===== src/rtl/wb_result_arbiter_if.sv =====
// Bundle of the per-channel result handshakes and the registered writeback port.
// The slave modport is the arbiter's view; the master modport drives results and wb_ready.
interface wb_result_arbiter_if #(
    parameter int N      = 16,
    parameter int NUM_CH = 8,
    parameter int RD_W   = 4
);
    localparam int CH_W = $clog2(NUM_CH);

    logic [NUM_CH-1:0]      in_valid;
    logic [NUM_CH-1:0]      in_ready;
    logic [NUM_CH*N-1:0]    in_data;
    logic [NUM_CH*RD_W-1:0] in_rd;
    logic                   wb_valid;
    logic                   wb_ready;
    logic [N-1:0]           wb_data;
    logic [RD_W-1:0]        wb_rd;
    logic [CH_W-1:0]        wb_ch;
    logic                   busy;

    modport master (
        output in_valid, in_data, in_rd, wb_ready,
        input  in_ready, wb_valid, wb_data, wb_rd, wb_ch, busy
    );

    modport slave (
        input  in_valid, in_data, in_rd, wb_ready,
        output in_ready, wb_valid, wb_data, wb_rd, wb_ch, busy
    );
endinterface


===== src/rtl/wb_result_arbiter.sv =====
// Writeback selector: each execution unit parks its result in a one-entry slot,
// and a round-robin arbiter drains the slots into a registered writeback port.
module wb_result_arbiter #(
    parameter int N      = 16,
    parameter int NUM_CH = 8,
    parameter int RD_W   = 4
) (
    input  logic                 clk,
    input  logic                 rst_n,
    wb_result_arbiter_if.slave   bus
);
    localparam int CH_W = $clog2(NUM_CH);

    logic [NUM_CH-1:0] full;
    logic [NUM_CH-1:0] grant;
    logic [NUM_CH-1:0] accept;
    logic [N-1:0]      slot_data [NUM_CH];
    logic [RD_W-1:0]   slot_rd   [NUM_CH];
    logic [CH_W-1:0]   rr_ptr;
    logic [CH_W-1:0]   grant_idx;
    logic [CH_W-1:0]   scan_idx;
    int                scan_pos;
    logic              grant_any;
    logic              out_load;

    logic              wb_valid_q;
    logic [N-1:0]      wb_data_q;
    logic [RD_W-1:0]   wb_rd_q;
    logic [CH_W-1:0]   wb_ch_q;

    assign out_load = !wb_valid_q || bus.wb_ready;
    assign accept   = bus.in_valid & bus.in_ready;

    // First full slot at or above rr_ptr, wrapping; independent of in_valid so no loop through in_ready.
    always_comb begin
        grant_any = 1'b0;
        grant_idx = '0;
        grant     = '0;
        scan_pos  = 0;
        scan_idx  = '0;
        if (out_load) begin
            for (int k = 0; k < NUM_CH; k++) begin
                scan_pos = int'(rr_ptr) + k;
                if (scan_pos >= NUM_CH) begin
                    scan_pos = scan_pos - NUM_CH;
                end
                scan_idx = CH_W'(scan_pos);
                if (!grant_any && full[scan_idx]) begin
                    grant_any = 1'b1;
                    grant_idx = scan_idx;
                end
            end
        end
        if (grant_any) begin
            grant[grant_idx] = 1'b1;
        end
    end

    // A refill in the same cycle as the grant wins, so full stays set with the new result.
    always_ff @(posedge clk or negedge rst_n) begin
        if (!rst_n) begin
            full <= '0;
            for (int i = 0; i < NUM_CH; i++) begin
                slot_data[i] <= '0;
                slot_rd[i]   <= '0;
            end
        end else begin
            for (int i = 0; i < NUM_CH; i++) begin
                if (accept[i]) begin
                    slot_data[i] <= bus.in_data[i*N +: N];
                    slot_rd[i]   <= bus.in_rd[i*RD_W +: RD_W];
                    full[i]      <= 1'b1;
                end else if (grant[i]) begin
                    full[i] <= 1'b0;
                end
            end
        end
    end

    always_ff @(posedge clk or negedge rst_n) begin
        if (!rst_n) begin
            wb_valid_q <= 1'b0;
            wb_data_q  <= '0;
            wb_rd_q    <= '0;
            wb_ch_q    <= '0;
            rr_ptr     <= '0;
        end else if (grant_any) begin
            wb_valid_q <= 1'b1;
            wb_data_q  <= slot_data[grant_idx];
            wb_rd_q    <= slot_rd[grant_idx];
            wb_ch_q    <= grant_idx;
            rr_ptr     <= (grant_idx == CH_W'(NUM_CH - 1)) ? '0 : grant_idx + CH_W'(1);
        end else if (out_load) begin
            wb_valid_q <= 1'b0;
        end
    end

    assign bus.in_ready = ~full | grant;
    assign bus.wb_valid = wb_valid_q;
    assign bus.wb_data  = wb_data_q;
    assign bus.wb_rd    = wb_rd_q;
    assign bus.wb_ch    = wb_ch_q;
    assign bus.busy     = (|full) || wb_valid_q;
endmodule


===== src/flat_wrapper.sv =====
// flat-port wrapper written by rule: the top's interface ports become plain ports
module wb_result_arbiter_flat 
#(
    parameter int N      = 16,
    parameter int NUM_CH = 8,
    parameter int RD_W   = 4
)
  (clk, rst_n, bus_in_valid, bus_in_data, bus_in_rd, bus_wb_ready, bus_in_ready, bus_wb_valid, bus_wb_data, bus_wb_rd, bus_wb_ch, bus_busy);
  wb_result_arbiter_if #(.N(N), .NUM_CH(NUM_CH), .RD_W(RD_W)) bus_i ();
  input  logic clk;
  input  logic rst_n;
  input wire logic [$bits(bus_i.in_valid)-1:0] bus_in_valid;
  input wire logic [$bits(bus_i.in_data)-1:0] bus_in_data;
  input wire logic [$bits(bus_i.in_rd)-1:0] bus_in_rd;
  input wire logic [$bits(bus_i.wb_ready)-1:0] bus_wb_ready;
  output wire logic [$bits(bus_i.in_ready)-1:0] bus_in_ready;
  output wire logic [$bits(bus_i.wb_valid)-1:0] bus_wb_valid;
  output wire logic [$bits(bus_i.wb_data)-1:0] bus_wb_data;
  output wire logic [$bits(bus_i.wb_rd)-1:0] bus_wb_rd;
  output wire logic [$bits(bus_i.wb_ch)-1:0] bus_wb_ch;
  output wire logic [$bits(bus_i.busy)-1:0] bus_busy;
  assign bus_i.in_valid = bus_in_valid;
  assign bus_i.in_data = bus_in_data;
  assign bus_i.in_rd = bus_in_rd;
  assign bus_i.wb_ready = bus_wb_ready;
  assign bus_in_ready = bus_i.in_ready;
  assign bus_wb_valid = bus_i.wb_valid;
  assign bus_wb_data = bus_i.wb_data;
  assign bus_wb_rd = bus_i.wb_rd;
  assign bus_wb_ch = bus_i.wb_ch;
  assign bus_busy = bus_i.busy;
  wb_result_arbiter #(.N(N), .NUM_CH(NUM_CH), .RD_W(RD_W)) u_core (.clk(clk), .rst_n(rst_n), .bus(bus_i));
endmodule

===== config.mk =====
export PLATFORM = sky130hd
export DESIGN_NAME = wb_result_arbiter_flat
export DESIGN_NICKNAME = d
export VERILOG_FILES = /design/src/rtl/wb_result_arbiter_if.sv /design/src/rtl/wb_result_arbiter.sv /design/src/flat_wrapper.sv
export SDC_FILE = /design/constraint.sdc
export NUM_CORES = 1
export LEC_CHECK = 0
export CORE_AREA = 5 5 155 157
export CTS_CLUSTER_SIZE = 16
export DETAILED_ROUTE_END_ITERATION = 7
export DIE_AREA = 0 0 160 162
export PLACE_DENSITY = 0.69
export SETUP_SLACK_MARGIN = 0.2
export SLEW_MARGIN = 15
export SYNTH_ARGS = -nofsm -noshare
export SYNTH_HDL_FRONTEND = slang
export SYNTH_SLANG_ARGS = --single-unit

===== constraint.sdc =====
create_clock -name clk -period 7.1 [get_ports clk]
set_clock_uncertainty 0.2 [all_clocks]
set_input_delay 1.065 -clock clk [delete_from_list [all_inputs] [get_ports clk]]
set_output_delay 1.065 -clock clk [all_outputs]
set_load 0.02 [all_outputs]

---- After elaboration in Yosys (flattened, before gate mapping) ----
Index checks and enable logic that the tools add are counted.
word-level totals
  bits of input ports ..................... 171
  bits in registers ....................... 195
  memories kept ........................... 0
  bits in latches ......................... 0
  bits in writable memories ............... 0
  bits in read-only memories .............. 0
  output and inout port bits .............. 33
  word-level logic and storage cells ...... 182
operators by class
  div/mod/pow operators ................... 0
  bitwise logic cells ..................... 4
  shift operators ......................... 0
  equal/unequal tests ..................... 1
  order comparisons ....................... 19
  $add $sub $neg .......................... 16
  reduce and logical (&&, ||, !) cells .... 28
  multiply operators ...................... 0
  muxes and demuxes ....................... 85
operators by type and width
  operator                                              number
  2-to-1 mux 3 bit                                      26
  binary-select mux 16 bit (select 3 bit)               1
  2-to-1 mux 1 bit                                      43
  < comparator 3 x 4 -> 1 bit (second input constant)   9
  >= comparator 4 bit (second input constant)           8
  2-to-1 mux 16 bit                                     2
  binary-select mux 1 bit (select 3 bit)                8
  subtractor 3 x 1 -> 3 bit (second input constant)     8
  nonzero test 2 bit                                    9
  adder 3 x 3 -> 4 bit (second input constant)          4
  binary-select mux 4 bit (select 3 bit)                1
  adder 3 x 2 -> 4 bit (second input constant)          2
  bitwise AND 8 bit                                     1
  logical AND 1 bit                                     8
  zero test 1 bit                                       8
  2-to-1 mux 4 bit                                      2
  2-to-1 mux 8 bit                                      1
  NOT 8 bit                                             1
  bitwise OR 8 bit                                      1
  OR reduction 8 bit                                    1
  adder 3 x 1 -> 4 bit (second input constant)          1
  >= comparator 3 x 4 -> 1 bit (second input constant)  1
  NOT 3 -> 4 bit                                        1
  adder 3 x 1 -> 3 bit (second input constant)          1
  other kinds (4)                                       5

---- Depth between registers and ports, before layout ----
  word-level depth ........................ 43
  depth in mapped cells ................... 18
  mapped depth without buffers ............ 13

---- Worst setup path after synthesis ----
Ideal clock, no wire load.
  path kind ............................... reg2out
  from .................................... reg u_core.rr_ptr[1]
  to ...................................... out bus_in_ready[0]
  data arrival time ....................... 3421 ps
  cell stages (with the launch flop) ...... 14
  path slack .............................. 2414 ps
  cells stage by stage .................... dfrtp_1 > buf_6 > buf_6 > inv_1 > ha_1 > buf_6 > mux2i_1 > mux4_2 > a32oi_2 > o21ai_0 > mux2i_1 > o211ai_4 > inv_4 > o41ai_4
on the way
  word-level cells in the longest chain between the ends .. 41
  elaborated cells between the ends (all ways) .. 101
  classes of those cells .................. 15 x add/sub; 10 x order compare; 60 x mux; 1 x bitwise; 15 x reduce/logical
ends and longest elaborated chain
  element                                                                        line                     RTL
  start: declaration                                                             wb_result_arbiter.sv:19  logic [CH_W-1:0] rr_ptr;
  start signal: assignment                                                       wb_result_arbiter.sv:92  rr_ptr <= (grant_idx == CH_W'(NUM_CH - 1)) ? '0 : grant_idx + CH_W'(1);
  parallel branches: the longest is 39 deep, another holds adder 3 x 1 -> 4 bit  -
  2-to-1 mux 8 bit *                                                             wb_result_arbiter.sv:54  if (grant_any) begin
  bitwise OR 8 bit *                                                             wb_result_arbiter.sv:98  assign bus.in_ready = ~full | grant;
  end: declaration                                                               flat_wrapper.sv:16       output wire logic [$bits(bus_i.in_ready)-1:0] bus_in_ready;
Every way passes the cells marked *. The select of a mux whose other input is x is not followed.

---- Worst setup path after layout ----
Same ends and word-level chain as after synthesis.

==> flow_summary.json <==
{
  "final_common_cell": "clkdlybuf4s50_1",
  "overflow": 0,
  "drt_iter0_drc": 385,
  "worstSetupPathType": "reg2out",
  "area_delta_synth_final_pct": 28.5,
  "via_per_inst": 5.46,
  "routedWlPerCell_um": 22.9,
  "cts_tree": "yes",
  "worstMarginPinSlew_ns": 1.20,
  "synth_area_leaders": "dfrtp_1, mux2_2, mux2i_1, mux2_4, mux4_2",
  "switching_power_w": 0.00181,
  "cp_data_required_time_ns": 5.83,
  "yosys.area.top_type": "dfrtp_1",
  "holdWs_ns": 0.288,
  "antenna_found_initial": 3,
  "cp-start-kind": "flip-flop",
  "setup_viol": 0,
  "top_level_ports": 204,
  "max_stage_delay_ns": 0.69,
  "most-common-layout-cells": "clkdlybuf4s50_1, dfrtp_1, mux2_2",
  "ys_async_sr_fraction": 1.00,
  "slew_headroom": 0.199,
  "final_nets": 1064,
  "cts_inserted_buffers": 17,
  "grt_pass1_wl_um": 42600,
  "switching_share": 0.351,
  "grt_max_degree": 127,
  "core_area_mm2": 0.0224,
  "holdBufCountCts": 0,
  "layout_min_cycle_time_ns": 6.31,
  "powerDensity_mw_per_mm2": 407,
  "drc": 0,
  "clock-sinks": 195,
  "clock.fmax_mhz": 158,
  "dieWidth_um": 160,
  "p_seq_frac": 0.385,
  "critPathMaxFanout": 16,
  "p_leak_nw": 5.42,
  "synth-seq-area-share": 0.494,
  "ant_nets": 0,
  "ys_ff_latch": 195,
  "hold_class": "reg2reg",
  "clk_path_buf_depth": 2,
  "die_h_um": 162,
  "ctsResizeCount": 0,
  "arrival_ns": 5.05,
  "endpoint_kind": "primary output",
  "cp_slowest_cell": "clkdlybuf4s50_1",
  "die_area_mm2": 0.0259,
  "p_int_w": 0.00335,
  "synth.net_count": 879,
  "status": "finished, final reports clean",
  "hpwl_um": 19300,
  "layout-drive-gt1-share": 0.272,
  "synth_area_mm2": 0.00988,
  "rows": 55,
  "htreeDepth": 4,
  "port_buffers": 203,
  "vias": 6487,
  "period_share": 0.889,
  "syn_avg_cell_area_um2": 14.0,
  "synth_warnings": 0,
  "power.share.clock": 0.189,
  "gp_congestion": 0.877,
  "initial_core_util": 0.442,
  "combPwrFrac": 0.425,
  "synthCells": 705,
  "yosysTopAreaCellShare": 0.494,
  "ys.flop_type": "dfrtp_1",
  "cts.clk_slew.worst_paths_ns": 0.07,
  "synth_edf_count": 0,
  "setup_tns_ns": 0,
  "synthDistinctLibCells": 55,
  "root_buffer": "clkbuf_16",
  "track_usage": 0.213,
  "grt_pass1_vias": 7167,
  "maxCapViolCount": 0,
  "cp_common_cell": "mux2i_1",
  "finalHoldViolations": 0,
  "rsz0062_at_grt": "false",
  "drt-total-wl_um": 27300,
  "cp_cell_sequence": "buf_4 -> inv_1 -> ha_1 -> mux4_2 -> mux2i_1 -> mux2i_1 -> o31a_1 -> mux2i_1 -> o211ai_4 -> inv_4 -> o41ai_4 -> clkdlybuf4s50_1",
  "max-vdd-ir-drop_mv": 0.188,
  "drt_pass1_iterations": 5,
  "clk_latency_ns": 0.45,
  "postCtsSetupRepairBufs": 0,
  "timing.final.max_slew_violations": 0
}
worst paths after layout:
check | endpoint | slack (ns) | from | depth (start not counted)
min in group asynchronous | u_core.slot_data[82] | 0.58 | rst_n | 1
setup reg to reg | u_core.slot_data[118] | 1.76 | u_core.rr_ptr[1] | 13
hold / removal | u_core.slot_data[32] | 0.29 | u_core.slot_data[32] | 1
max in group asynchronous | u_core.slot_data[87] | 4.61 | rst_n | 2
setup / recovery | bus_in_ready[0] | 0.79 | u_core.rr_ptr[1] | 12
hold reg to reg | u_core.slot_data[32] | 0.29 | u_core.slot_data[32] | 1
metal layers:
| metal | track usage | vias to the layer above | wire [µm] |
|---|---|---|---|
| li1 | - | 2974 | - |
| met1 | 0.285 | 3273 | 11800 |
| met5 | 0 | - | 35 |
| met3 | 0.0771 | 30 | 2240 |
| met2 | 0.336 | 204 | 12800 |
| met4 | 0.0504 | 6 | 380 |
cells by family (layout without fill, tap and decap cells):
family                   after synthesis  count (layout)  share of synthesized area
other                                  0               1                          0
multiplexers                         289             289                      0.360
buffers and inverters                 59             257                     0.0351
adder cells (fa/ha/maj)                3               3                    0.00380
flip-flops                           195             195                      0.494
XOR/XNOR                               4               4                    0.00355
AO/OA/AOI/OAI                         77              77                     0.0655
AND/OR/NAND/NOR                       78              78                     0.0389
cell usage after synthesis, drive strengths merged, types with 5 or more instances:
library cell,count
nor2,24
nand3,8
a21oi,22
o31ai,7
nand2b,13
mux2i,85
a221o,16
nand2,20
o22ai,5
buf,38
inv,8
mux2,182
clkbuf,13
dfrtp,195
mux4,22
o21ai,7
metrics by stage:
| step | setup WS, ns | utilization | instance area, µm² | cells | total power (W) |
|---|---|---|---|---|---|
| after floorplan | 2.41 | - | 9880 | 705 | 0.00351 |
| after global placement | 1.26 | 0.540 | 12100 | 1156 | 0.00418 |
| after detailed placement | 1.27 | 0.540 | 12100 | 1156 | 0.00423 |
| after CTS | 0.751 | 0.568 | 12700 | 1188 | 0.00522 |
| after global routing | 0.392 | 0.568 | 12700 | 1188 | 0.00549 |
| final | 0.786 | 0.568 | 12700 | 1189 | 0.00517 |
state kept, by name (all words and copies together), names as in the netlist:
| name | flops |
|---|---|
| u_core.bus.wb_data | 16 |
| u_core.full | 8 |
| u_core.slot_data | 128 |
| u_core.bus.wb_rd | 4 |
| u_core.slot_rd | 32 |
| u_core.bus.wb_valid | 1 |
| u_core.bus.wb_ch | 3 |
| u_core.rr_ptr | 3 |
critical path: cells and delay by family (launching register included):
family	cells	cell delay [ns]
mux	4	1.36
flops	1	0.32
fa+ha+maj	1	0.65
buf+inv	4	1.25
compound gates	3	1.03
cell type report:
| class | count | area [µm²] |
|---|---|---|
| fill | 1853 | 9670 |
| sequential | 195 | 4880 |
| multi-input combinational | 451 | 4670 |
| timing repair buffer | 217 | 2140 |
| clock buffer | 18 | 429 |
| tap | 285 | 357 |
| clock inverter | 14 | 190 |
| inverter | 8 | 32.5 |
| antenna | 1 | 2.50 |
power groups by stage:
| stage | clock network [W] | registers [W] | logic [W] |
|---|---|---|---|
| final | 0.000979 | 0.00199 | 0.00220 |
| after CTS | 0.00100 | 0.00199 | 0.00223 |
| after global placement | 0 | 0.00199 | 0.00219 |
| after floorplan | 0 | 0.00195 | 0.00156 |
| after global routing | 0.00105 | 0.00206 | 0.00239 |
| after detailed placement | 0 | 0.00201 | 0.00222 |
Note: power is estimated with default switching activity, not from simulation.
